$ cat config.mk
export PLATFORM = sky130hd
export DESIGN_NAME = conv_fir_mac
export DESIGN_NICKNAME = d
export VERILOG_FILES = /design/src/rtl/conv_fir_mac.sv
export SDC_FILE = /design/constraint.sdc
export NUM_CORES = 1
export LEC_CHECK = 0
export CORE_MARGIN = 4
export CORE_UTILIZATION = 60
export CTS_CLUSTER_SIZE = 25
export DETAILED_ROUTE_END_ITERATION = 6
export PLACE_DENSITY_LB_ADDON = 0.12
export SYNTH_ARGS = -nofsm -noshare
export SYNTH_HDL_FRONTEND = slang
export SYNTH_SLANG_ARGS = --single-unit
$ cat constraint.sdc
create_clock -name clk -period 20.7 [get_ports clk]
set_input_delay 5.175 -clock clk [delete_from_list [all_inputs] [get_ports clk]]
set_output_delay 5.175 -clock clk [all_outputs]
set_load 0.05 [all_outputs]
$ cat src/rtl/conv_fir_mac.sv
`default_nettype none
// ============================================================================
// Module   : conv_fir_mac
// Purpose  : TAPS-deep programmable FIR with one time-multiplexed MAC,
//            valid/ready on both sides and a saturated output.
// Revision : 1.0
// ============================================================================
module conv_fir_mac #(
    parameter int DATA_W = 8,
    parameter int COEF_W = 8,
    parameter int TAPS   = 8,
    parameter int OUT_W  = 9,
    parameter int ACC_W  = DATA_W + COEF_W + $clog2(TAPS)
) (
    input  logic                     clk,
    input  logic                     reset,
    input  logic                     in_valid,
    output logic                     in_ready,
    input  logic signed [DATA_W-1:0] in_data,
    output logic                     out_valid,
    input  logic                     out_ready,
    output logic signed [OUT_W-1:0]  out_data,
    input  logic                     coef_we,
    input  logic [$clog2(TAPS)-1:0]  coef_addr,
    input  logic signed [COEF_W-1:0] coef_wdata,
    input  logic                     clr_hist,
    output logic                     busy
);
    localparam int c_AW = $clog2(TAPS);
    localparam int c_KW = c_AW + 1;
    localparam int c_PW = DATA_W + COEF_W;
    localparam logic [c_KW-1:0] c_LAST = c_KW'(TAPS);

    typedef enum logic [2:0] {
        S_IDLE = 3'b001,
        S_MAC  = 3'b010,
        S_OUT  = 3'b100
    } state_t;

    state_t                   r_state;
    state_t                   w_state_nxt;
    logic signed [DATA_W-1:0] r_hist [TAPS];
    logic signed [COEF_W-1:0] r_coef [TAPS];
    logic signed [ACC_W-1:0]  r_acc;
    logic [c_KW-1:0]          r_k;
    logic signed [OUT_W-1:0]  r_out;
    logic                     w_tap_ok;
    logic                     w_addr_ok;
    logic [c_AW-1:0]          w_tap;
    logic signed [c_PW-1:0]   w_prod;
    logic signed [ACC_W-1:0]  w_prod_ext;
    logic signed [OUT_W-1:0]  w_sat;

    // r_k runs one past the last tap; that extra MAC cycle loads the result
    assign w_tap_ok   = (r_k < c_LAST);
    assign w_tap      = w_tap_ok ? r_k[c_AW-1:0] : '0;
    assign w_prod     = r_coef[w_tap] * r_hist[w_tap];
    assign w_prod_ext = {{(ACC_W-c_PW){w_prod[c_PW-1]}}, w_prod};
    assign out_data   = r_out;

    if ((1 << c_AW) == TAPS) begin : g_addr_full
        assign w_addr_ok = 1'b1;
    end else begin : g_addr_chk
        assign w_addr_ok = ({1'b0, coef_addr} < c_LAST);
    end

    if (OUT_W >= ACC_W) begin : g_sat_ext
        assign w_sat = OUT_W'(r_acc);
    end else begin : g_sat_clamp
        logic [ACC_W-OUT_W:0] w_hi;
        assign w_hi = r_acc[ACC_W-1:OUT_W-1];
        always_comb begin
            if ((&w_hi) || !(|w_hi))
                w_sat = r_acc[OUT_W-1:0];
            else if (r_acc[ACC_W-1])
                w_sat = {1'b1, {(OUT_W-1){1'b0}}};
            else
                w_sat = {1'b0, {(OUT_W-1){1'b1}}};
        end
    end

    always_ff @(posedge clk) begin
        if (!reset)
            r_state <= S_IDLE;
        else
            r_state <= w_state_nxt;
    end

    always_comb begin
        w_state_nxt = r_state;
        in_ready    = 1'b0;
        out_valid   = 1'b0;
        busy        = 1'b1;
        case (r_state)
            S_IDLE: begin
                in_ready = 1'b1;
                busy     = 1'b0;
                if (in_valid)
                    w_state_nxt = S_MAC;
            end
            S_MAC: begin
                if (!w_tap_ok)
                    w_state_nxt = S_OUT;
            end
            S_OUT: begin
                out_valid = 1'b1;
                if (out_ready)
                    w_state_nxt = S_IDLE;
            end
            default: w_state_nxt = S_IDLE;
        endcase
    end

    always_ff @(posedge clk) begin
        if (!reset) begin
            for (int i = 0; i < TAPS; i++) begin
                r_hist[i] <= '0;
                r_coef[i] <= '0;
            end
            r_coef[0] <= COEF_W'(1);
            r_coef[1] <= '1;
            r_acc     <= '0;
            r_k       <= '0;
            r_out     <= '0;
        end else begin
            case (r_state)
                S_IDLE: begin
                    if (coef_we && w_addr_ok)
                        r_coef[coef_addr] <= coef_wdata;
                    // a clear coincident with a sample lets it enter a zeroed history
                    if (in_valid) begin
                        r_hist[0] <= in_data;
                        for (int i = 1; i < TAPS; i++)
                            r_hist[i] <= clr_hist ? '0 : r_hist[i-1];
                        r_acc <= '0;
                        r_k   <= '0;
                    end else if (clr_hist) begin
                        for (int i = 0; i < TAPS; i++)
                            r_hist[i] <= '0;
                    end
                end
                S_MAC: begin
                    if (w_tap_ok) begin
                        r_acc <= r_acc + w_prod_ext;
                        r_k   <= r_k + c_KW'(1);
                    end else begin
                        r_out <= w_sat;
                    end
                end
                default: ;
            endcase
        end
    end

endmodule
`default_nettype wire

; Word level (Yosys, flattened, before mapping)
; Memory sizes are Yosys's and may differ from the RTL's.
; Index checks and enable logic that the tools add are counted.
[totals]
register_bits = 35
latch_bits = 0
mem_bits_rw = 128
mem_bits_ro = 0
input_bits = 25
out_inout_bits = 12
memories = 2
[mem_list]
columns = memory, words, word_bits, read_ports, rd_clocked_by_memory_dff, write_ports, line_no
row1 = r_coef, 8, 8, 1, 0, 8, 43  ; logic signed [COEF_W-1:0] r_coef [TAPS];
row2 = r_hist, 8, 8, 8, 0, 8, 42  ; logic signed [DATA_W-1:0] r_hist [TAPS];
[op_classes]
n_addsub = 2
multipliers = 1
n_div = 0
magnitude_cmp = 1
n_eq_ne = 7
shift = 0
mux = 58
bitwise_logic = 19
reduce_logical = 9
[op_table]
columns = cell, n
row1 = two-way mux 8 bit, 26
row2 = two-way mux 19 bit, 2
row3 = one-hot mux 19 bit (2 select lines), 1
row4 = adder 19 x 16 -> 19 bit, 1
row5 = two-way mux 1 bit, 18
row6 = two-way mux 9 bit, 2
row7 = bitwise OR 1 bit, 18
row8 = multiplier 8 x 8 -> 16 bit, 1
row9 = two-way mux 3 bit, 5
row10 = AND reduction 11 bit, 1
row11 = OR reduction 11 bit, 1
row12 = one-hot mux 3 bit (3 select lines), 1
row13 = two-way mux 4 bit, 2
row14 = != test 2 bit (second input constant), 4
row15 = one-hot mux 4 bit (2 select lines), 1
row16 = OR reduction 8 bit, 1
row17 = AND reduction 3 bit, 2
row18 = adder 4 x 1 -> 4 bit (second input constant), 1
row19 = less-than comparator 4 bit (second input constant), 1
row20 = == test 3 x 1 -> 1 bit (second input constant), 1
row21 = == test 3 x 2 -> 1 bit (second input constant), 1
row22 = == test 3 bit (second input constant), 1
row23 = AND reduction 2 bit, 1
row24 = nonzero test 2 bit, 1
row25 = 3 further kinds, 3

; Logic depth before layout (Yosys ltp)
; Gate-level depths: netlist (run 1).
; An unclocked memory read counts as a cell.
[logic_depth]
word_depth = 7
depth_mapped = 26
mapped_depth_nobuf = 22

; Worst setup path before layout (run 1)
; Ideal clock, no wire load.
[synth_path]
path_type = input port to flip-flop
startpoint = input port in_valid
endpoint = memory r_hist[1][0] (enable)
setup_time_ns = 0.438
t_arrival_ns = 7.198
setup_slack_ns = 13.063
path_stages = 3
path_buffers = 1
path_cell_list = clkbuf_1 -> nor2_1 -> o21ai_0
[synth_lines]
columns = element, line_no
row1 = start: declaration, 17  ; input logic in_valid,
row2 = end: declaration, 42

; Worst setup path after layout (run 1)
[layout_path]
startpoint = register r_state[0]
endpoint = output port in_ready
[layout_between]
elab_chain_len = 2
[layout_rtl]
columns = element, line_no
row1 = start: declaration, 40  ; state_t r_state;
row2 = start signal: assignment, 86  ; r_state <= w_state_nxt;
row3 = == test 3 x 1 -> 1 bit, 94  ; case (r_state)
row4 = two-way mux 1 bit, 94
row5 = end: declaration, 18  ; output logic in_ready,
; Every way passes these cells.

==> impl_results.md, run 1 <==
* Synth Area in Simple Gates at 0.166
* Worst path max stage delay at 0.82 ns
* Clock skew at 0.0112 ns
* Routed vias/inst at 5.74
* Post-Synthesis Cell Area at 10,800 sq um
* YS warnings at 0
* Post-synthesis compound-gate area fraction at 0.0878
* Post-CTS setup buffer count at 0
* Clk network pwr share at 0.315
* Slew margin rel. at 0.216
* TritonRoute pass-1 iters at 5
* Clock Tree Buf Depth at 2
* CTS tree: built
* Via count at 7,137
* Status: finished clean
* Tcrit/Tclk final at 0.366
* Worst-Margin Slew at 1.17 ns
* Register area share after synthesis at 0.392
* Die Y-Extent at 142 um
* CTS Sinks at 163
* Sw Pwr at 0.338 mW
* Tmin final at 7.58 ns
* Max_cap viols at 0
* Hold path endpoint: r_hist[7][7]
* Routability congestion estimate at 0.808
* Final setup violation count at 0
* PwrDens at 83.0 nW/um^2
* Syn Area/Cell at 11.0 sq um
* RSZ-0062 raised after global routing: no
* Mux cell area share after synthesis at 0.0749
* Nets@finish at 1,159
* Remaining DRCs at 0
* Num CTS Buffers at 17
* CP required at 15.53 ns
* Critical path class: reg2out
* Htree depth at 4
* Site Rows at 48
* Final hold viol count at 0
* Syn-to-layout area delta at 10.2%
* Pin count of the biggest net entering global routing at 47
* Num ports at 37
* Reg2reg start: r_k[3]
* Adder-cell area share of the yosys netlist at 0.209
* Initial DRC Count at 597
* Switching Share at 0.343
* Seq pwr share at 0.371
* HP Start: r_hist[7][7]
* Clock root buffer: clkbuf_16
* CTS Hold Buffers Added at 0
* Combinational group share of total power at 0.314
* HPWL Detailed at 16,500 um
* WP buf/inv at 2
* Post-CTS resize count at 0
* CP max FO at 8
* Vias in the first global route at 7,294
* Worst path arrival time at 2.41 ns
* Global-route usage over all layers at 0.243
* Clock Latency Late Sink at 0.43 ns
* Post-synth EDFFs at 96
* Crit path cell chain: or3b_1 > clkinv_4 > clkdlybuf4s50_1
* R2r setup slk at 13.21 ns
* Reg2reg end: r_acc[15]
* Max Freq at 0.132 GHz
* Total congestion overflow at 0
* Internal power at 0.648 mW
* First-pass GRT wire length at 38,400 um
* Remaining antenna violation count at 0
* HP Class: reg2reg
* Cell family with most CP delay: buffers and inverters
* Largest family of logic cells by synthesized area: adder cells
* Slowest CP cell: clkdlybuf4s50_1
* R2R depth at 19
* Leak at 4.87 nW
* WL final at 22,900 um
* Ys flop type: edfxtp_1
* Number of diodes at 0
* Syn_nets at 1,137
* CTS clk-pin slew, worst paths at 0.07 ns
* Die area at 20,200 sq um
* Total power at 0.986 mW
* Core area at 17,500 sq um
* TNS Setup at 0 ns
* Hold path cells at 2
* Share of cells above drive strength 1 at 0.110
* Detailed-route wire length per cell at 18.4 um
* Flops & latches, synth at 163
* Die X at 142 um
* Element type at the critical path end: primary output
* Cell count after synthesis at 983
* Synth async-reset ratio at 0
* Starting Density at 0.617
* Peak VDD IR at 0.0000628 V
* Pins over their slew limit at 0
* Count of cell types in the netlist at 59
* IO buf count at 36
* Startpoint types: flop
* Initial antenna violation count at 0
* Xor/xnor share of the synthesized area at 0.0146
## placed cells by master (no fill, tap or decap), types with 16 or more instances in the layout
master           netlist  layout
edfxtp_1              96      96
o21ai_0               52      51
a22oi_1               29      29
nor2b_1               23      23
nand2_1               49      49
nand3b_1              18      18
nor2_1                67      66
o22ai_1               16      16
clkbuf_16              0      17
dfxtp_1               67      67
a21oi_1               24      24
mux4_2                16      16
inv_1                102     102
mux2_2                16      16
clkdlybuf4s50_1        0      36
ha_1                  44      44
fa_1                  85      85
and2_1                91      91
## cells in the mapped netlist (9+ instances only)
cell | number | area share
or2_1 | 15 | 0.0087
o22ai_1 | 16 | 0.0093
a21oi_1 | 24 | 0.011
a22oi_1 | 29 | 0.020
o21ai_0 | 52 | 0.024
nor2_1 | 67 | 0.023
nor2b_1 | 23 | 0.013
buf_2 | 12 | 0.0056
nand2_1 | 49 | 0.017
mux2_2 | 16 | 0.017
nand3b_1 | 18 | 0.013
dfxtp_1 | 67 | 0.12
and2_1 | 91 | 0.053
a31oi_1 | 9 | 0.0052
inv_1 | 102 | 0.035
fa_1 | 85 | 0.16
xnor2_1 | 15 | 0.012
nand2b_1 | 10 | 0.0058
or2_2 | 15 | 0.0087
mux4_2 | 16 | 0.033
clkbuf_1 | 21 | 0.0073
edfxtp_1 | 96 | 0.27
ha_1 | 44 | 0.051
## cells by family after synthesis
family | Yosys count
and+or+nand+nor | 325
muxes | 49
AOI/OAI and AO/OA | 154
adders and majority gates | 129
buffers and inverters | 145
DFF | 163
xor gates and xnor gates | 18
## flip-flops by register name (all words and copies together), names as in the netlist
signal    cells
r_hist       64
r_coef       64
r_state       3
r_acc        19
r_k           4
out_data      9
## power groups by stage
| stage | logic [mW] | clock network [mW] | registers, mW |
|---|---|---|---|
| floorplan | 0.238 | 0 | 0.369 |
| global placement | 0.300 | 0 | 0.372 |
| detailed placement | 0.307 | 0 | 0.373 |
| CTS | 0.311 | 0.313 | 0.365 |
| global route | 0.355 | 0.328 | 0.367 |
| finish | 0.310 | 0.311 | 0.366 |
## final cells by class
| type | count | area (sq um) |
|---|---|---|
| inverters | 103 | 392 |
| flip-flops and latches | 163 | 4220 |
| multi-input cells | 675 | 5970 |
| clock buffers | 17 | 425 |
| repair buffers | 45 | 428 |
| fillers | 1323 | 5590 |
| clock inverters | 15 | 160 |
| well taps | 225 | 282 |
## per-stage QoR
stage               hold WS (ns)  setup slack [ns]   util  instances  area (sq um)
floorplan                  0.428             13.06      -        983         10800
global placement           0.438             13.04  0.646       1211         11300
detailed placement         0.444             12.96  0.646       1211         11300
CTS                        0.453             13.10  0.680       1243         11900
global route               0.472             12.68  0.680       1243         11900
finish                     0.451             13.12  0.680       1243         11900
## layer usage
layer,GRT usage,share of wire
met5,0,0
met2,0.396,0.49
met3,0.0376,0.048
met4,0.0586,0.016
met1,0.348,0.45
## how the worst max path moves through the flow
stage,from,to,cells past startpoint
global placement,reset,r_coef[2][0],4
detailed placement,reset,r_coef[2][0],4
floorplan,in_valid,r_hist[1][0],3
CTS,r_state[0],in_ready,3
finish,r_state[0],in_ready,3
global route,r_k[3],r_acc[15],19
## worst min-delay path, delay by kind of cell (launching register included)
family	cells	cell delay [ns]
compound gates	1	0.05
flops	1	0.31
simple gates	1	0.05
Note: power is estimated with default switching activity, not from simulation.
==> inputs of run 2 (changes only) <==
--- a/config.mk
+++ b/config.mk
@@ -6,7 +6,7 @@
 export NUM_CORES = 1
 export LEC_CHECK = 0
 export CORE_MARGIN = 4
-export CORE_UTILIZATION = 60
+export CORE_UTILIZATION = 56
 export CTS_CLUSTER_SIZE = 25
 export DETAILED_ROUTE_END_ITERATION = 6
 export PLACE_DENSITY_LB_ADDON = 0.12
==> constraint.sdc (replaced) <==
create_clock -name clk -period 6.6 [get_ports clk]
set_input_delay 1.65 -clock clk [delete_from_list [all_inputs] [get_ports clk]]
set_output_delay 1.65 -clock clk [all_outputs]
set_load 0.05 [all_outputs]
==> impl_results.md, run 2 (same netlist as run 1, synthesis figures left out) <==
* Status: finished clean
* Element type at the critical path end: flop
* Clk network pwr share at 0.317
* Clock skew at 0.0180 ns
* RSZ-0062 raised after global routing: no
* Cell family with most CP delay: adder cells
* Max_cap viols at 0
* Remaining DRCs at 0
* Area post-placement at 11,500 sq um
* Most frequent cells in the layout: inv_1, edfxtp_1, and2_1
* Post-CTS setup buffer count at 0
* Slowest CP cell: mux4_2
* Worst path max stage delay at 0.57 ns
* Number of diodes at 0
* Clock Latency Late Sink at 0.44 ns
* TritonRoute pass-1 iters at 5
* Via count at 7,386
* Startpoint types: flop
* HPWL Detailed at 18,200 um
* Post-CTS resize count at 0
* Reg2reg end: r_acc[18]
* Placed Instances at 1,272
* Sw Pwr at 1.12 mW
* Crit path cell chain: nand2b_4 > buf_4 > mux4_2 > mux2i_4 > or2_2 > fa_1 > fa_1 > inv_1 > fa_1 > fa_1 > inv_1 > fa_1 > inv_1 > ha_1 > a211oi_2 > o21ai_0 > and3_1 > nor4_1 > xnor2_1 > a22o_1
* Total congestion overflow at 0
* Final hold viol count at 0
* Clock root buffer: clkbuf_16
* Starting Density at 0.573
* Core area at 18,800 sq um
* Die Y-Extent at 147 um
* Nets@finish at 1,185
* IO buf count at 36
* Seq pwr share at 0.357
* Peak VDD IR at 0.000206 V
* Routability congestion estimate at 0.896
* Worst path arrival time at 6.60 ns
* Slew margin rel. at 0.180
* Routed vias/inst at 5.66
* CTS Hold Buffers Added at 0
* Clock Tree Buf Depth at 2
* Initial antenna violation count at 1
* Leak at 5.01 nW
* R2R depth at 20
* Final worst slack at 0.321 ns
* Hold slack at 0.453 ns
* Crit path top cell by count: fa_1
* Place WS at 0.0714 ns
* Htree depth at 4
* Final Non-Filler Cells at 1,304
* Combinational group share of total power at 0.326
* First-pass GRT wire length at 40,000 um
* Fill cell count at 1,452
* CP max FO at 11
* Vias in the first global route at 7,373
* HP Class: reg2reg
* Setup crit start: r_k[0]
* Num ports at 37
* WP buf/inv at 4
* Detailed-route wire length per cell at 19.0 um
* Tcrit/Tclk final at 0.951
* Switching Share at 0.348
* Pin count of the biggest net entering global routing at 35
* Worst-Margin Slew at 1.23 ns
* Leading cell type in the layout, fill and taps excluded: inv_1
* Register area at 4230 sq um
* Die area at 21,500 sq um
* Total power at 3.21 mW
* CTS Sinks at 163
* Worst Setup EP: r_acc[18]
* PwrDens at 263 nW/um^2
* Final std cell area, no fill at 12,200 sq um
* Max Freq at 0.159 GHz
* CP required at 6.92 ns
* Remaining antenna violation count at 0
* Num CTS Buffers at 17
* Syn-to-layout area delta at 13.3%
* Die X at 147 um
* Final setup violation count at 0
* Critical path class: reg2reg
* R2r setup slk at 0.32 ns
* Initial DRC Count at 498
* Biggest regs: r_coef: 64 flops, r_hist: 64 flops, r_acc: 19 flops
* TNS Setup at 0 ns
* Pins over their slew limit at 0
* Internal power at 2.10 mW
* Global-route usage over all layers at 0.238
* Combined area of the multi-input logic cells at 6040 sq um
* Post-layout util at 0.649
* WL final at 24,700 um
* Site Rows at 50
* CTS tree: built
* CTS clk-pin slew, worst paths at 0.08 ns
* Stages on the worst setup path at 20
* Tmin final at 6.28 ns
* Share of cells above drive strength 1 at 0.140
* Reg2reg start: r_k[0]
## run 2: changes by cell type in the layout (fill, tap and decap cells not counted), sizes merged
cell      previous run  this run
buf                  9        35
clkinvlp             2         0
bufinv               0         1
inv                110       111
## run 2: power by group through the flow
stage          sequential (mW)  combinational, mW  clock (mW)
5_1_grt                   1.15               1.19        1.08
6_report                  1.15               1.05        1.02
2_1_floorplan             1.16              0.747           0
3_3_place_gp              1.17              0.986           0
3_5_place_dp              1.17               1.00           0
4_1_cts                   1.15               1.02        1.03
## run 2: routing by layer
layer | GRT usage | vias up | part of all wire | wire (um)
met1 | 0.331 | 3686 | 0.44 | 10900
met5 | 0 | - | 0.00053 | 13
li1 | - | 3456 | - | -
met4 | 0.0701 | 2 | 0.013 | 333
met3 | 0.0518 | 27 | 0.061 | 1500
met2 | 0.377 | 215 | 0.48 | 11900
## run 2: how the worst min path moves through the flow
stage | start | end | slack, ns | cells past startpoint
after global placement | r_hist[7][0] | r_hist[7][0] | 0.44 | 2
after CTS | r_hist[7][4] | r_hist[7][4] | 0.46 | 2
after detailed placement | r_hist[7][5] | r_hist[7][5] | 0.45 | 2
after floorplan | r_hist[7][0] | r_hist[7][0] | 0.43 | 2
final | r_hist[7][4] | r_hist[7][4] | 0.45 | 2
after global routing | r_hist[7][7] | r_hist[7][7] | 0.48 | 2
## run 2: final cells by class
class / count / area share
multi-input cells: 675 / 0.495
inverters: 103 / 0.0321
clock inverters: 15 / 0.0148
well taps: 260 / 0.0266
flip-flops and latches: 163 / 0.346
clock buffers: 17 / 0.0348
repair buffers: 71 / 0.0513
## run 2: worst min-delay path, delay by kind of cell (launching register included)
family | cells | cell delay (ns)
flip-flops | 1 | 0.31
AND/OR/NAND/NOR | 1 | 0.05
AO/OA/AOI/OAI | 1 | 0.05
==> inputs of run 3 (changes only) <==
--- a/config.mk
+++ b/config.mk
@@ -9,7 +9,9 @@
 export CORE_UTILIZATION = 56
 export CTS_CLUSTER_SIZE = 25
 export DETAILED_ROUTE_END_ITERATION = 6
-export PLACE_DENSITY_LB_ADDON = 0.12
+export GPL_TIMING_DRIVEN = 0
+export PLACE_DENSITY = 0.76
+export SETUP_SLACK_MARGIN = 0.4
 export SYNTH_ARGS = -nofsm -noshare
 export SYNTH_HDL_FRONTEND = slang
 export SYNTH_SLANG_ARGS = --single-unit
==> impl_results.md, run 3 (same netlist as run 1, synthesis figures left out) <==
* Status: finished, violations left
* Failing checks: DRC
* Leak at 5.25 nW
* Via count at 7,742
* Final setup violation count at 0
* Clock skew at 0.00986 ns
* TritonRoute pass-1 iters at 7
* Crit path cell chain: buf_6 > nand2b_4 > buf_8 > clkbuf_16 > buf_4 > mux4_2 > mux2i_4 > or2_1 > fa_1 > fa_1 > inv_1 > fa_1 > fa_1 > inv_1 > fa_1 > inv_2 > ha_4 > and3_4 > a211oi_4 > a211oi_4 > o31ai_2 > nand3_1 > a32o_1
* First-pass GRT wire length at 42,100 um
* Startpoint types: flop
* Crit path top cell by count: fa_1
* Reg2reg start: r_k[0]
* Worst-Margin Slew at 1.32 ns
* Place WS at -0.663 ns
* HPWL Detailed at 18,200 um
* Initial DRC Count at 666
* CTS tree: built
* Num CTS Buffers at 17
* Starting Density at 0.573
* CP max FO at 6
* R2r setup slk at 0.45 ns
* Area post-placement at 11,500 sq um
* Hold path endpoint: r_hist[7][5]
* Clock root buffer: clkbuf_16
* Routability congestion estimate at 0.857
* Site Rows at 50
* Critical path class: reg2reg
* Slew margin rel. at 0.108
* Number of diodes at 0
* Routed vias/inst at 5.71
* Final Non-Filler Cells at 1,355
* Remaining antenna violation count at 0
* Final worst slack at 0.446 ns
* Syn-to-layout area delta at 18.9%
* Die X at 147 um
* HP Start: r_hist[7][5]
* CTS Sinks at 163
* Placed Instances at 1,278
* CTS clk-pin slew, worst paths at 0.08 ns
* Clock Tree Buf Depth at 2
* WL final at 26,200 um
* Die area at 21,500 sq um
* Slowest CP cell: fa_1
* Tmin final at 6.15 ns
* Num ports at 37
* Pins over their slew limit at 0
* Worst path arrival time at 6.49 ns
* Element type at the critical path end: flop
* R2R depth at 23
* Htree depth at 4
* Hold slack at 0.457 ns
* Pin count of the biggest net entering global routing at 20
* Max_cap viols at 0
* Worst path max stage delay at 0.55 ns
* Final hold viol count at 0
* Global-route usage over all layers at 0.249
* CTS Hold Buffers Added at 0
* Max Freq at 0.162 GHz
* Post-layout util at 0.681
* Core area at 18,800 sq um
* Share of cells above drive strength 1 at 0.186
* Final std cell area, no fill at 12,800 sq um
* Clock Latency Late Sink at 0.44 ns
* Tcrit/Tclk final at 0.932
* CP required at 6.93 ns
* Initial antenna violation count at 0
* Most frequent cells in the layout: inv_1, edfxtp_1, and2_1
* HP Class: reg2reg
* Reg2reg end: r_acc[15]
* PwrDens at 260 nW/um^2
* Detailed-route wire length per cell at 19.3 um
* Peak VDD IR at 0.000212 V
* Vias in the first global route at 7,868
* Biggest regs: r_coef: 64 flops, r_hist: 64 flops, r_acc: 19 flops
* IO buf count at 34
* Nets@finish at 1,236
* Die Y-Extent at 147 um
* Hold path cells at 2
* RSZ-0062 raised after global routing: yes
* Total congestion overflow at 0
* Remaining DRCs at 2
* Leading cell type in the layout, fill and taps excluded: inv_1
-- run 3: cell count changes in the layout (fill, tap and decap cells not counted), sizes merged --
cell | previous run | this run
inv | 111 | 110
clkinv | 6 | 7
buf | 35 | 63
clkdlybuf4s50 | 36 | 34
clkbuf | 17 | 42
-- run 3: routing by layer --
layer  track usage  vias up  part of all wire
met5             0        -                 0
met4        0.0753        0             0.017
met3        0.0475       34             0.070
met2         0.411      286              0.49
met1         0.336     3853              0.42
li1              -     3569                 -
-- run 3: through the flow --
stage	power [mW]	TNS (ns)
after floorplan	1.91	0
final	3.33	0
after detailed placement	2.13	-3.26
after global placement	2.10	-2.51
after global routing	3.51	0
after CTS	3.23	0
-- run 3: cell type report --
cell class	count	area [sq um]
clock buffers	17	425
repair buffers	80	749
well taps	260	325
multi-input cells	675	6230
clock inverters	15	203
flip-flops and latches	163	4230
fillers	1321	6000
inverters	103	394
plain buffers	42	278
-- run 3: power breakdown --
part | total [mW] | internal (mW) | switching, mW
Sequential | 1.15 | 1.12 | 0.0277
Clock | 1.05 | 0.552 | 0.500
Combinational | 1.13 | 0.497 | 0.638
Total | 3.33 | 2.17 | 1.17
-- run 3: worst max path at each step --
| stage | start | endpoint | depth (start not counted) |
|---|---|---|---|
| 6_report | r_k[0] | r_acc[15] | 23 |
| 5_1_grt | r_k[3] | r_acc[15] | 22 |
| 4_1_cts | r_k[0] | r_acc[15] | 22 |
| 3_5_place_dp | r_k[0] | r_acc[17] | 21 |
| 3_3_place_gp | r_k[0] | r_acc[17] | 21 |
| 2_1_floorplan | r_k[0] | r_acc[15] | 23 |
-- run 3: critical path, delay by kind of cell, from the launching register on --
family / cells / cell delay (ns)
mux: 2 / 0.74
simple gates: 4 / 0.52
flops: 1 / 0.33
buf+inv: 7 / 0.70
fa+ha+maj: 6 / 2.76
compound gates: 4 / 0.98
-- run 3: timing repair --
item | CTS | global route
gates cloned | 0 | 1
buffers inserted | 14 | 29
pin swaps | 6 | 22
hold endpoints to repair | 0 | 0
gates resized for setup | 51 | 37
endpoints found under the setup margin | 11 | 9
